**src/rtl/vending_pkg.sv**
```systemverilog
// Shared coin encodings, coin values and dispenser state encoding for the vending datapath.
package vending_pkg;

    typedef enum logic [1:0] {
        COIN_NONE = 2'b00,
        COIN_1    = 2'b01,
        COIN_5    = 2'b10,
        COIN_10   = 2'b11
    } coin_t;

    typedef enum logic [1:0] {
        ST_IDLE,
        ST_SELECT,
        ST_ISSUE,
        ST_DONE
    } disp_state_t;

    function automatic logic [4:0] coin_value(input coin_t c);
        case (c)
            COIN_1:  return 5'd1;
            COIN_5:  return 5'd5;
            COIN_10: return 5'd10;
            default: return 5'd0;
        endcase
    endfunction

endpackage

```
**src/rtl/change_dispenser_if.sv**
```systemverilog
// Coin hopper handshake: the dispenser presents a coin request, the hopper acknowledges it.
interface change_dispenser_if;

    logic       coin_out_valid;
    logic [1:0] coin_out_type;
    logic       coin_out_ack;

    modport master (output coin_out_valid, output coin_out_type, input coin_out_ack);
    modport slave  (input coin_out_valid, input coin_out_type, output coin_out_ack);

endinterface

```
**src/rtl/coin_inventory.sv**
```systemverilog
// Three saturating per-denomination coin counters; index 0/1/2 holds the 1/5/10 coins.
module coin_inventory
    import vending_pkg::*;
#(
    parameter int unsigned INV_W    = 4,
    parameter int unsigned INV_INIT = 5
) (
    input  logic             clk,
    input  logic             reset,
    input  coin_t            i_inc,
    input  coin_t            i_dec,
    output logic [INV_W-1:0] o_cnt1,
    output logic [INV_W-1:0] o_cnt5,
    output logic [INV_W-1:0] o_cnt10
);

    localparam logic [INV_W-1:0] CNT_MAX  = '1;
    localparam logic [INV_W-1:0] CNT_INIT = INV_W'(INV_INIT);

    logic [INV_W-1:0] r_cnt [3];

    always_ff @(posedge clk or posedge reset) begin
        if (reset) begin
            for (int unsigned i = 0; i < 3; i++) r_cnt[i] <= CNT_INIT;
        end else begin
            for (int unsigned i = 0; i < 3; i++) begin
                // an insert and a payout of the same coin in one cycle cancel out
                if (i_inc == coin_t'(2'(i + 1)) && i_dec != coin_t'(2'(i + 1))) begin
                    if (r_cnt[i] != CNT_MAX) r_cnt[i] <= r_cnt[i] + 1'b1;
                end else if (i_dec == coin_t'(2'(i + 1)) && i_inc != coin_t'(2'(i + 1))) begin
                    if (r_cnt[i] != '0) r_cnt[i] <= r_cnt[i] - 1'b1;
                end
            end
        end
    end

    assign o_cnt1  = r_cnt[0];
    assign o_cnt5  = r_cnt[1];
    assign o_cnt10 = r_cnt[2];

endmodule

```
**src/rtl/change_dispenser.sv**
```systemverilog
// Computes change on a start pulse and pays it out greedily (10/5/1) to the coin hopper,
// limited by the coin inventory; reports completion, shortfall and hopper ack timeouts.
module change_dispenser
    import vending_pkg::*;
#(
    parameter int unsigned INV_W       = 4,
    parameter int unsigned INV_INIT    = 5,
    parameter int unsigned ACK_TIMEOUT = 15
) (
    input  logic                clk,
    input  logic                reset,
    input  logic                calculate_change,
    input  logic                refund_all,
    input  logic [4:0]          current_amount,
    input  logic [4:0]          selected_price,
    input  logic [1:0]          coin_in,
    change_dispenser_if.master  hop,
    output logic                busy,
    output logic                done,
    output logic                change_short,
    output logic                hopper_fault,
    output logic [4:0]          change_paid
);

    disp_state_t      r_state, w_next;
    logic [4:0]       r_remaining, r_paid, w_change;
    coin_t            r_coin, w_pick, w_dec;
    logic             r_short, r_fault, w_timeout;
    logic [3:0]       r_tcnt;
    logic [INV_W-1:0] w_cnt1, w_cnt5, w_cnt10;

    assign w_change = (refund_all || current_amount < selected_price)
                    ? current_amount : current_amount - selected_price;
    assign w_timeout = (r_tcnt == 4'(ACK_TIMEOUT - 1));
    assign w_dec     = (r_state == ST_ISSUE && hop.coin_out_ack) ? r_coin : COIN_NONE;

    coin_inventory #(.INV_W(INV_W), .INV_INIT(INV_INIT)) u_inv (
        .clk     (clk),
        .reset   (reset),
        .i_inc   (coin_t'(coin_in)),
        .i_dec   (w_dec),
        .o_cnt1  (w_cnt1),
        .o_cnt5  (w_cnt5),
        .o_cnt10 (w_cnt10)
    );

    always_comb begin
        w_pick = COIN_NONE;
        if (r_remaining >= 5'd10 && w_cnt10 != '0)     w_pick = COIN_10;
        else if (r_remaining >= 5'd5 && w_cnt5 != '0)  w_pick = COIN_5;
        else if (r_remaining != '0 && w_cnt1 != '0)    w_pick = COIN_1;
    end

    always_comb begin
        w_next             = r_state;
        hop.coin_out_valid = 1'b0;
        hop.coin_out_type  = COIN_NONE;
        busy               = 1'b0;
        done               = 1'b0;
        case (r_state)
            ST_IDLE:   if (calculate_change) w_next = ST_SELECT;
            ST_SELECT: begin
                busy   = 1'b1;
                w_next = (w_pick == COIN_NONE) ? ST_DONE : ST_ISSUE;
            end
            ST_ISSUE: begin
                busy               = 1'b1;
                hop.coin_out_valid = 1'b1;
                hop.coin_out_type  = r_coin;
                if (hop.coin_out_ack) w_next = ST_SELECT;
                else if (w_timeout)   w_next = ST_DONE;
            end
            ST_DONE: begin
                done   = 1'b1;
                w_next = ST_IDLE;
            end
            default:   w_next = ST_IDLE;
        endcase
    end

    always_ff @(posedge clk or posedge reset) begin
        if (reset) begin
            r_state     <= ST_IDLE;
            r_remaining <= '0;
            r_paid      <= '0;
            r_coin      <= COIN_NONE;
            r_short     <= 1'b0;
            r_fault     <= 1'b0;
            r_tcnt      <= '0;
        end else begin
            r_state <= w_next;
            case (r_state)
                ST_IDLE: if (calculate_change) begin
                    r_remaining <= w_change;
                    r_paid      <= '0;
                    r_short     <= 1'b0;
                    r_fault     <= 1'b0;
                end
                ST_SELECT: begin
                    r_coin <= w_pick;
                    r_tcnt <= '0;
                    if (r_remaining != '0 && w_pick == COIN_NONE) r_short <= 1'b1;
                end
                ST_ISSUE: begin
                    if (hop.coin_out_ack) begin
                        r_remaining <= r_remaining - coin_value(r_coin);
                        r_paid      <= r_paid + coin_value(r_coin);
                    end else if (w_timeout) begin
                        r_fault <= 1'b1;
                    end else begin
                        r_tcnt <= r_tcnt + 1'b1;
                    end
                end
                default: ;
            endcase
        end
    end

    assign change_short = r_short;
    assign hopper_fault = r_fault;
    assign change_paid  = r_paid;

endmodule

```
**src/flat_wrapper.sv**
```systemverilog
// flat-port wrapper written by rule: the top's interface ports become plain ports
module change_dispenser_flat import vending_pkg::*;
#(
    parameter int unsigned INV_W       = 4,
    parameter int unsigned INV_INIT    = 5,
    parameter int unsigned ACK_TIMEOUT = 15
)
  (clk, reset, calculate_change, refund_all, current_amount, selected_price, coin_in, busy, done, change_short, hopper_fault, change_paid, hop_coin_out_valid, hop_coin_out_type, hop_coin_out_ack);
  change_dispenser_if hop_i ();
  input  logic clk;
  input  logic reset;
  input  logic calculate_change;
  input  logic refund_all;
  input  logic [4:0] current_amount;
  input  logic [4:0] selected_price;
  input  logic [1:0] coin_in;
  output logic busy;
  output logic done;
  output logic change_short;
  output logic hopper_fault;
  output logic [4:0] change_paid;
  output wire logic [$bits(hop_i.coin_out_valid)-1:0] hop_coin_out_valid;
  output wire logic [$bits(hop_i.coin_out_type)-1:0] hop_coin_out_type;
  input wire logic [$bits(hop_i.coin_out_ack)-1:0] hop_coin_out_ack;
  assign hop_coin_out_valid = hop_i.coin_out_valid;
  assign hop_coin_out_type = hop_i.coin_out_type;
  assign hop_i.coin_out_ack = hop_coin_out_ack;
  change_dispenser #(.INV_W(INV_W), .INV_INIT(INV_INIT), .ACK_TIMEOUT(ACK_TIMEOUT)) u_core (.clk(clk), .reset(reset), .calculate_change(calculate_change), .refund_all(refund_all), .current_amount(current_amount), .selected_price(selected_price), .coin_in(coin_in), .hop(hop_i), .busy(busy), .done(done), .change_short(change_short), .hopper_fault(hopper_fault), .change_paid(change_paid));
endmodule
```
**config.mk**
```make
export PLATFORM = sky130hd
export DESIGN_NAME = change_dispenser_flat
export DESIGN_NICKNAME = d
export VERILOG_FILES = /design/src/rtl/vending_pkg.sv /design/src/rtl/change_dispenser_if.sv /design/src/rtl/coin_inventory.sv /design/src/rtl/change_dispenser.sv /design/src/flat_wrapper.sv
export SDC_FILE = /design/constraint.sdc
export NUM_CORES = 1
export LEC_CHECK = 0
export CAP_MARGIN = 20
export CORE_UTILIZATION = 51
export CTS_CLUSTER_DIAMETER = 100
export DETAILED_ROUTE_END_ITERATION = 16
export PLACE_DENSITY = 0.73
export SYNTH_ARGS = -nofsm -noshare
export SYNTH_HDL_FRONTEND = slang
export SYNTH_HIERARCHICAL = 1
export SYNTH_SLANG_ARGS = --single-unit
```
**constraint.sdc**
```tcl
create_clock -name clk -period 3.3 [get_ports clk]
set_input_delay 0.33 -clock clk [delete_from_list [all_inputs] [get_ports clk]]
set_output_delay 0.33 -clock clk [all_outputs]
set_load 0.005 [all_outputs]
```
======== Word-level counts from Yosys, hierarchy flattened ========
Index checks and enable logic that the tools add are counted.
storage, ports and cells
  latch bits .............................. 0
  RAM bits ................................ 0
  bits in read-only memories .............. 0
  memories kept ........................... 0
  register bits after elaboration ......... 32
  input bits .............................. 17
operators by class
  multipliers ............................. 0
  $add $sub $neg .......................... 10
  muxes and demuxes ....................... 44
  reductions and logical operators ........ 36
  equality and inequality tests ........... 32
  shifts and indexed selects .............. 0
  magnitude comparators ................... 3
  bitwise gates (word level) .............. 0
  divide/modulo/power cells ............... 0
operators with widths
  operator                                                           number
  two-way mux 4 bit                                                  14
  two-way mux 5 bit                                                  7
  one-hot mux 5 bit (2 select lines)                                 2
  AND reduction 3 bit                                                6
  nonzero test 2 bit                                                 9
  adder 4 x 1 -> 4 bit, second input constant                        4
  == test 2 bit, second input constant                               8
  inequality test 2 bit, second input constant                       8
  two-way mux 2 bit                                                  7
  inequality test 2 x 1 -> 1 bit, second input constant              7
  inequality test 4 bit, second input constant                       3
  one-hot mux 4 bit (3 select lines)                                 1
  nonzero test 4 bit                                                 3
  subtractor 4 x 1 -> 4 bit, second input constant                   3
  logical AND 1 bit                                                  11
  subtractor 5 bit                                                   2
  two-way mux 1 bit                                                  9
  == test 2 x 1 -> 1 bit, second input constant                      4
  one-hot mux 2 bit (4 select lines)                                 1
  one-hot mux 4 bit (2 select lines)                                 1
  adder 5 bit                                                        1
  greater-or-equal comparator 5 x 3 -> 1 bit, second input constant  1
  greater-or-equal comparator 5 x 4 -> 1 bit, second input constant  1
  less-than comparator 5 bit                                         1
  9 further kinds                                                    11

======== Logic depth before layout (Yosys ltp) ========
Gate-level depths: netlist of the first run.
  depth in word-level cells ............... 9
  gate-level depth with buffers ........... 15
  depth with buffers taken out ............ 13

======== Hierarchy ========
Netlist of the first run, hierarchy kept.
modules (own cells, without submodules)
  module            cells each  times used  area each (um2)
  change_dispenser  190         1           1687.9
  coin_inventory    85          1           898.4

======== Worst setup path after synthesis of the first run ========
No wires, ideal clock.
  path kind ............................... register -> register
  start ................................... reg u_core.r_state[0]
  end ..................................... reg u_core.u_inv.r_cnt, in the netlist u_core/u_inv/o_cnt1[3]
  arrival time ............................ 2.851 ns
  clock period less this slack ............ 2.977 ns
  setup time .............................. 0.126 ns
  cell stages (with the launch flop) ...... 15
  path slack .............................. 0.323 ns
  cells stage by stage .................... dfrtp_1 inv_1 ha_1 buf_2 clkbuf_1 and3_1 nand2b_1 ha_1 inv_1 ha_1 a21o_1 a21oi_1 mux2i_1 a22oi_1 o311a_1
on the way
  longest elaborated chain between the ends .. 7
ends and longest elaborated chain
  item                                                                                   RTL line                                    RTL
  start: declaration                                                                     change_dispenser.sv:25                      disp_state_t r_state, w_next;
  start signal: assignment                                                               change_dispenser.sv:91                      r_state <= w_next;
  == test 2 bit *                                                                        change_dispenser.sv:35                      assign w_dec = (r_state == ST_ISSUE && hop.coin_out_ack) ? r_coin : COIN_NONE;
  logical AND 1 bit *                                                                    change_dispenser.sv:35
  two-way mux 2 bit *                                                                    change_dispenser.sv:35
  named net u_core.w_dec[1]                                                              change_dispenser.sv:27                      coin_t r_coin, w_pick, w_dec;
  inequality test 2 x 1 -> 1 bit or == test 2 x 1 -> 1 bit (tied branches)               coin_inventory.sv:28, coin_inventory.sv:30
  logical AND 1 bit, on equally long branches                                            coin_inventory.sv:28, coin_inventory.sv:30
  inequality test 2 x 1 -> 1 bit (no source line) or nonzero test 2 bit (tied branches)  n/a
  AND reduction 3 bit (no source line)                                                   n/a
  end: declaration                                                                       coin_inventory.sv:20                        logic [INV_W-1:0] r_cnt [3];
The timed path passes the listed nets; every way through them passes the cells marked *.
A chain may end at the register's enable or synchronous reset.

======== Worst setup path after layout of the first run ========
Same ends and word-level chain as after synthesis.

==> results.md, run 1 <==
- Slew @ Worst Pin: 0.7795 ns
- WL/cell: 13.64 microns
- Flops & latches, synth: 32
- Post-synthesis sequential area ratio: 31.25%
- Final setup vio count: 0
- Post-layout util: 63.16%
- Post-Syn Area: 2586 sq um
- Critical path origin: u_core/r_state[0]
- Multi-input gate area: 1644 sq um
- Num CTS Buffers: 5
- Cell row count: 25
- Filler cells: 390
- Relative slew slack: 47.98%
- Syn_area_per_cell: 9.404 sq um
- Nets: 360
- Initial Utilization: 54.04%
- Hold crit path type: in -> async
- Most common library cells after synthesis: ha_1 (31), inv_1 (27), dfrtp_1 (26), a21oi_1 (19), nand2_1 (19)
- Period minus WS final: 2.876 ns
- Asr flop ratio synth: 100.0%
- Layout Skew: 0.007851 ns
- RSZ-0062 raised after global routing: false
- Startpoint Class: flip-flop
- Pin count of the biggest net entering global routing: 21
- CTS tree: done
- H-tree depth: 2
- Area leader, netlist: dfrtp_1
- Reported max-cap violation count: 0
- VDD IR max: 0.6620 mV
- Number of global-route vias before repair: 1896
- Most used DFF post-synth: dfrtp_1
- Mapped Nets: 329
- Area growth syn-to-layout: 16.88%
- Clock sinks: 32
- Post-route ant nets: 0
- Die Height: 73.21 microns
- Routability cong.: 0.8294
- Antenna violations before repair: 0
- Most frequent cell after synthesis: ha_1
- Total GRT Usage: 21.80%
- Clk Latency, worst-skew pair: 0.28 ns
- Io pins: 29
- Leakage: 1.366 nW
- Hold_buf cts: 0
- Die width: 73.21 microns
- Reg area: 808.3 sq um
- Vias: 2029
- Pre-Repair DR Iteration Count: 5
- Post-DP HPWL: 3.839 mm
- Diodes inserted: 0
- Reg2reg start: u_core/r_state[0]
- Cell depth of the worst flop-to-flop path: 12
- R2r endpoint: u_core/u_inv/o_cnt1[3]
- IO buf count: 28
- Worst-path fanout max: 6
- Die area: 5360 sq um
- Power Density: 857.0 nW/um^2
- Post-synth EDFFs: 0
- Yosys Warn Count: 6
- Cts repair resizes: 0
- Hold Vio Cnt, Final: 0
- CTS root buffer: clkbuf_8
- Overflow left after global routing: 0
- WL final: 5.102 mm
- Setup Fix Bufs, Post-CTS: 0
- Pins Over Slew Limit: 0
- First-pass GRT wire length: 8.894 mm
- Reg-to-reg slack, setup: 0.42 ns
- Final Cycle Share: 87.16%
- Fmax: 347.7 MHz
- Worst-path clk slew: 0.06 ns
- Area share of the largest cell type after synthesis: 25.16%
- Share of cells above drive strength 1: 7.818%
- Syn Inst Count: 275
- Via density: 5.425
- Max clock buf depth: 2
- Arr. time, crit path: 3.03 ns
- Area of the core: 4786 sq um
- Yosys cell types: 49
- CP endpoint kind: flip-flop
- Crit Path Category: reg -> reg
- Initial DRC count: 129
- Status: finished, final reports clean
- PnR Total Power: 2.591 mW
- Req. time, crit path: 3.45 ns
- Drc violations: 0
- Area contributors post-synth: dfrtp_1 (25%), ha_1 (15%), dfstp_2 (6.1%)
- Setup TNS: 0 ns
-- state kept, by name, indices dropped and copies added, names as in the netlist --
name                  flops
u_core/change_paid        5
u_core/r_remaining        5
u_core/r_tcnt             4
u_core/u_inv/o_cnt10      4
u_core/u_inv/o_cnt1       4
u_core/u_inv/o_cnt5       4
u_core/r_coin             2
u_core/r_state            2
u_core/change_short       1
u_core/hopper_fault       1
-- report_power, final --
| part | switching [mW] | total (mW) | leakage (nW) | internal [mW] |
|---|---|---|---|---|
| clock network | 0.133 | 0.303 | 0.0455 | 0.170 |
| logic | 0.725 | 1.46 | 0.931 | 0.739 |
| registers | 0.234 | 0.824 | 0.389 | 0.590 |
| total | 1.09 | 2.59 | 1.37 | 1.50 |
-- metal layers --
| layer | global-route usage (%) | share of wire [%] | vias up |
|---|---|---|---|
| met5 | 0 | 0 | - |
| met4 | 7.190 | 0.94 | 0 |
| met3 | 2.901 | 2.6 | 4 |
| met2 | 32.30 | 45 | 33 |
| met1 | 32.69 | 52 | 953 |
| li1 | - | - | 1039 |
-- how the worst max path moves through the flow --
| stage | end | slack [ns] | cells past startpoint |
|---|---|---|---|
| final | u_core/u_inv/o_cnt1[3] | 0.42 | 12 |
| after global routing | u_core/u_inv/o_cnt1[3] | 0.21 | 12 |
| after CTS | u_core/u_inv/o_cnt1[3] | 0.44 | 12 |
| after detailed placement | u_core/u_inv/o_cnt1[3] | 0.42 | 11 |
| after global placement | u_core/u_inv/o_cnt1[3] | 0.46 | 11 |
| after floorplan | u_core/u_inv/o_cnt1[3] | 0.32 | 14 |
-- through the flow --
step | std cells | setup WS, ns | cell area, sq um | hold WS [ns]
floorplan | 275 | 0.3230 | 2586 | 0.1904
global placement | 366 | 0.4620 | 2933 | 0.4779
detailed placement | 366 | 0.4185 | 2933 | 0.4821
CTS | 374 | 0.4414 | 3023 | 0.4066
global route | 374 | 0.2072 | 3023 | 0.4459
finish | 374 | 0.4238 | 3023 | 0.4022
-- cells by family (layout without fill, tap and decap cells) --
group           count (synthesis)  count (layout)  synth area share, %
compound gates                 67              67                17.90
xor+xnor                       17              17                5.757
fa+ha+maj                      37              37                19.64
buf+inv                        33              65                5.177
flops                          32              32                31.25
mux                            11              11                4.596
simple gates                   78              78                15.67
-- placed cells by master (no fill, tap or decap), drive strengths merged, types with 3 or more instances in the layout --
cell	count
ha	31
clkdlybuf4s50	28
inv	27
dfrtp	26
a21oi	19
nand2	19
nor2	18
o21ai	11
xnor2	10
a21o	8
clkbuf	8
nor2b	7
xor2	7
nand2b	7
mux2i	7
fa	6
dfstp	6
o31ai	6
nand3	5
o22ai	4
nor4	4
mux2	4
a22oi	3
and2	3
a22o	3
and3	3
or3	3
-- worst max-delay path: stages (launching register included) --
cell	delay (ns)
dfrtp_1	0.43
inv_1	0.12
ha_1	0.26
and3_1	0.22
nand2b_1	0.12
ha_1	0.29
inv_1	0.13
ha_1	0.29
a21o_1	0.18
a21oi_1	0.28
mux2i_1	0.23
a22oi_1	0.08
o311a_1	0.12
-- cell type report --
type | count | area share [%]
tap | 67 | 2.773
timing repair buffer | 30 | 9.768
multi-input combinational | 210 | 54.39
inverter | 27 | 3.353
sequential | 32 | 26.74
clock buffer | 8 | 2.980
Power figures use the tool's default switching activity.
==> run 2: changes to the inputs <==
--- a/config.mk
+++ b/config.mk
@@ -8,6 +8,7 @@
 export CAP_MARGIN = 20
 export CORE_UTILIZATION = 51
 export CTS_CLUSTER_DIAMETER = 100
+export CTS_CLUSTER_SIZE = 10
 export DETAILED_ROUTE_END_ITERATION = 16
 export PLACE_DENSITY = 0.73
 export SYNTH_ARGS = -nofsm -noshare
==> results of run 2 <==
No change in the layout: final DEF, timing and power equal those of run 1.
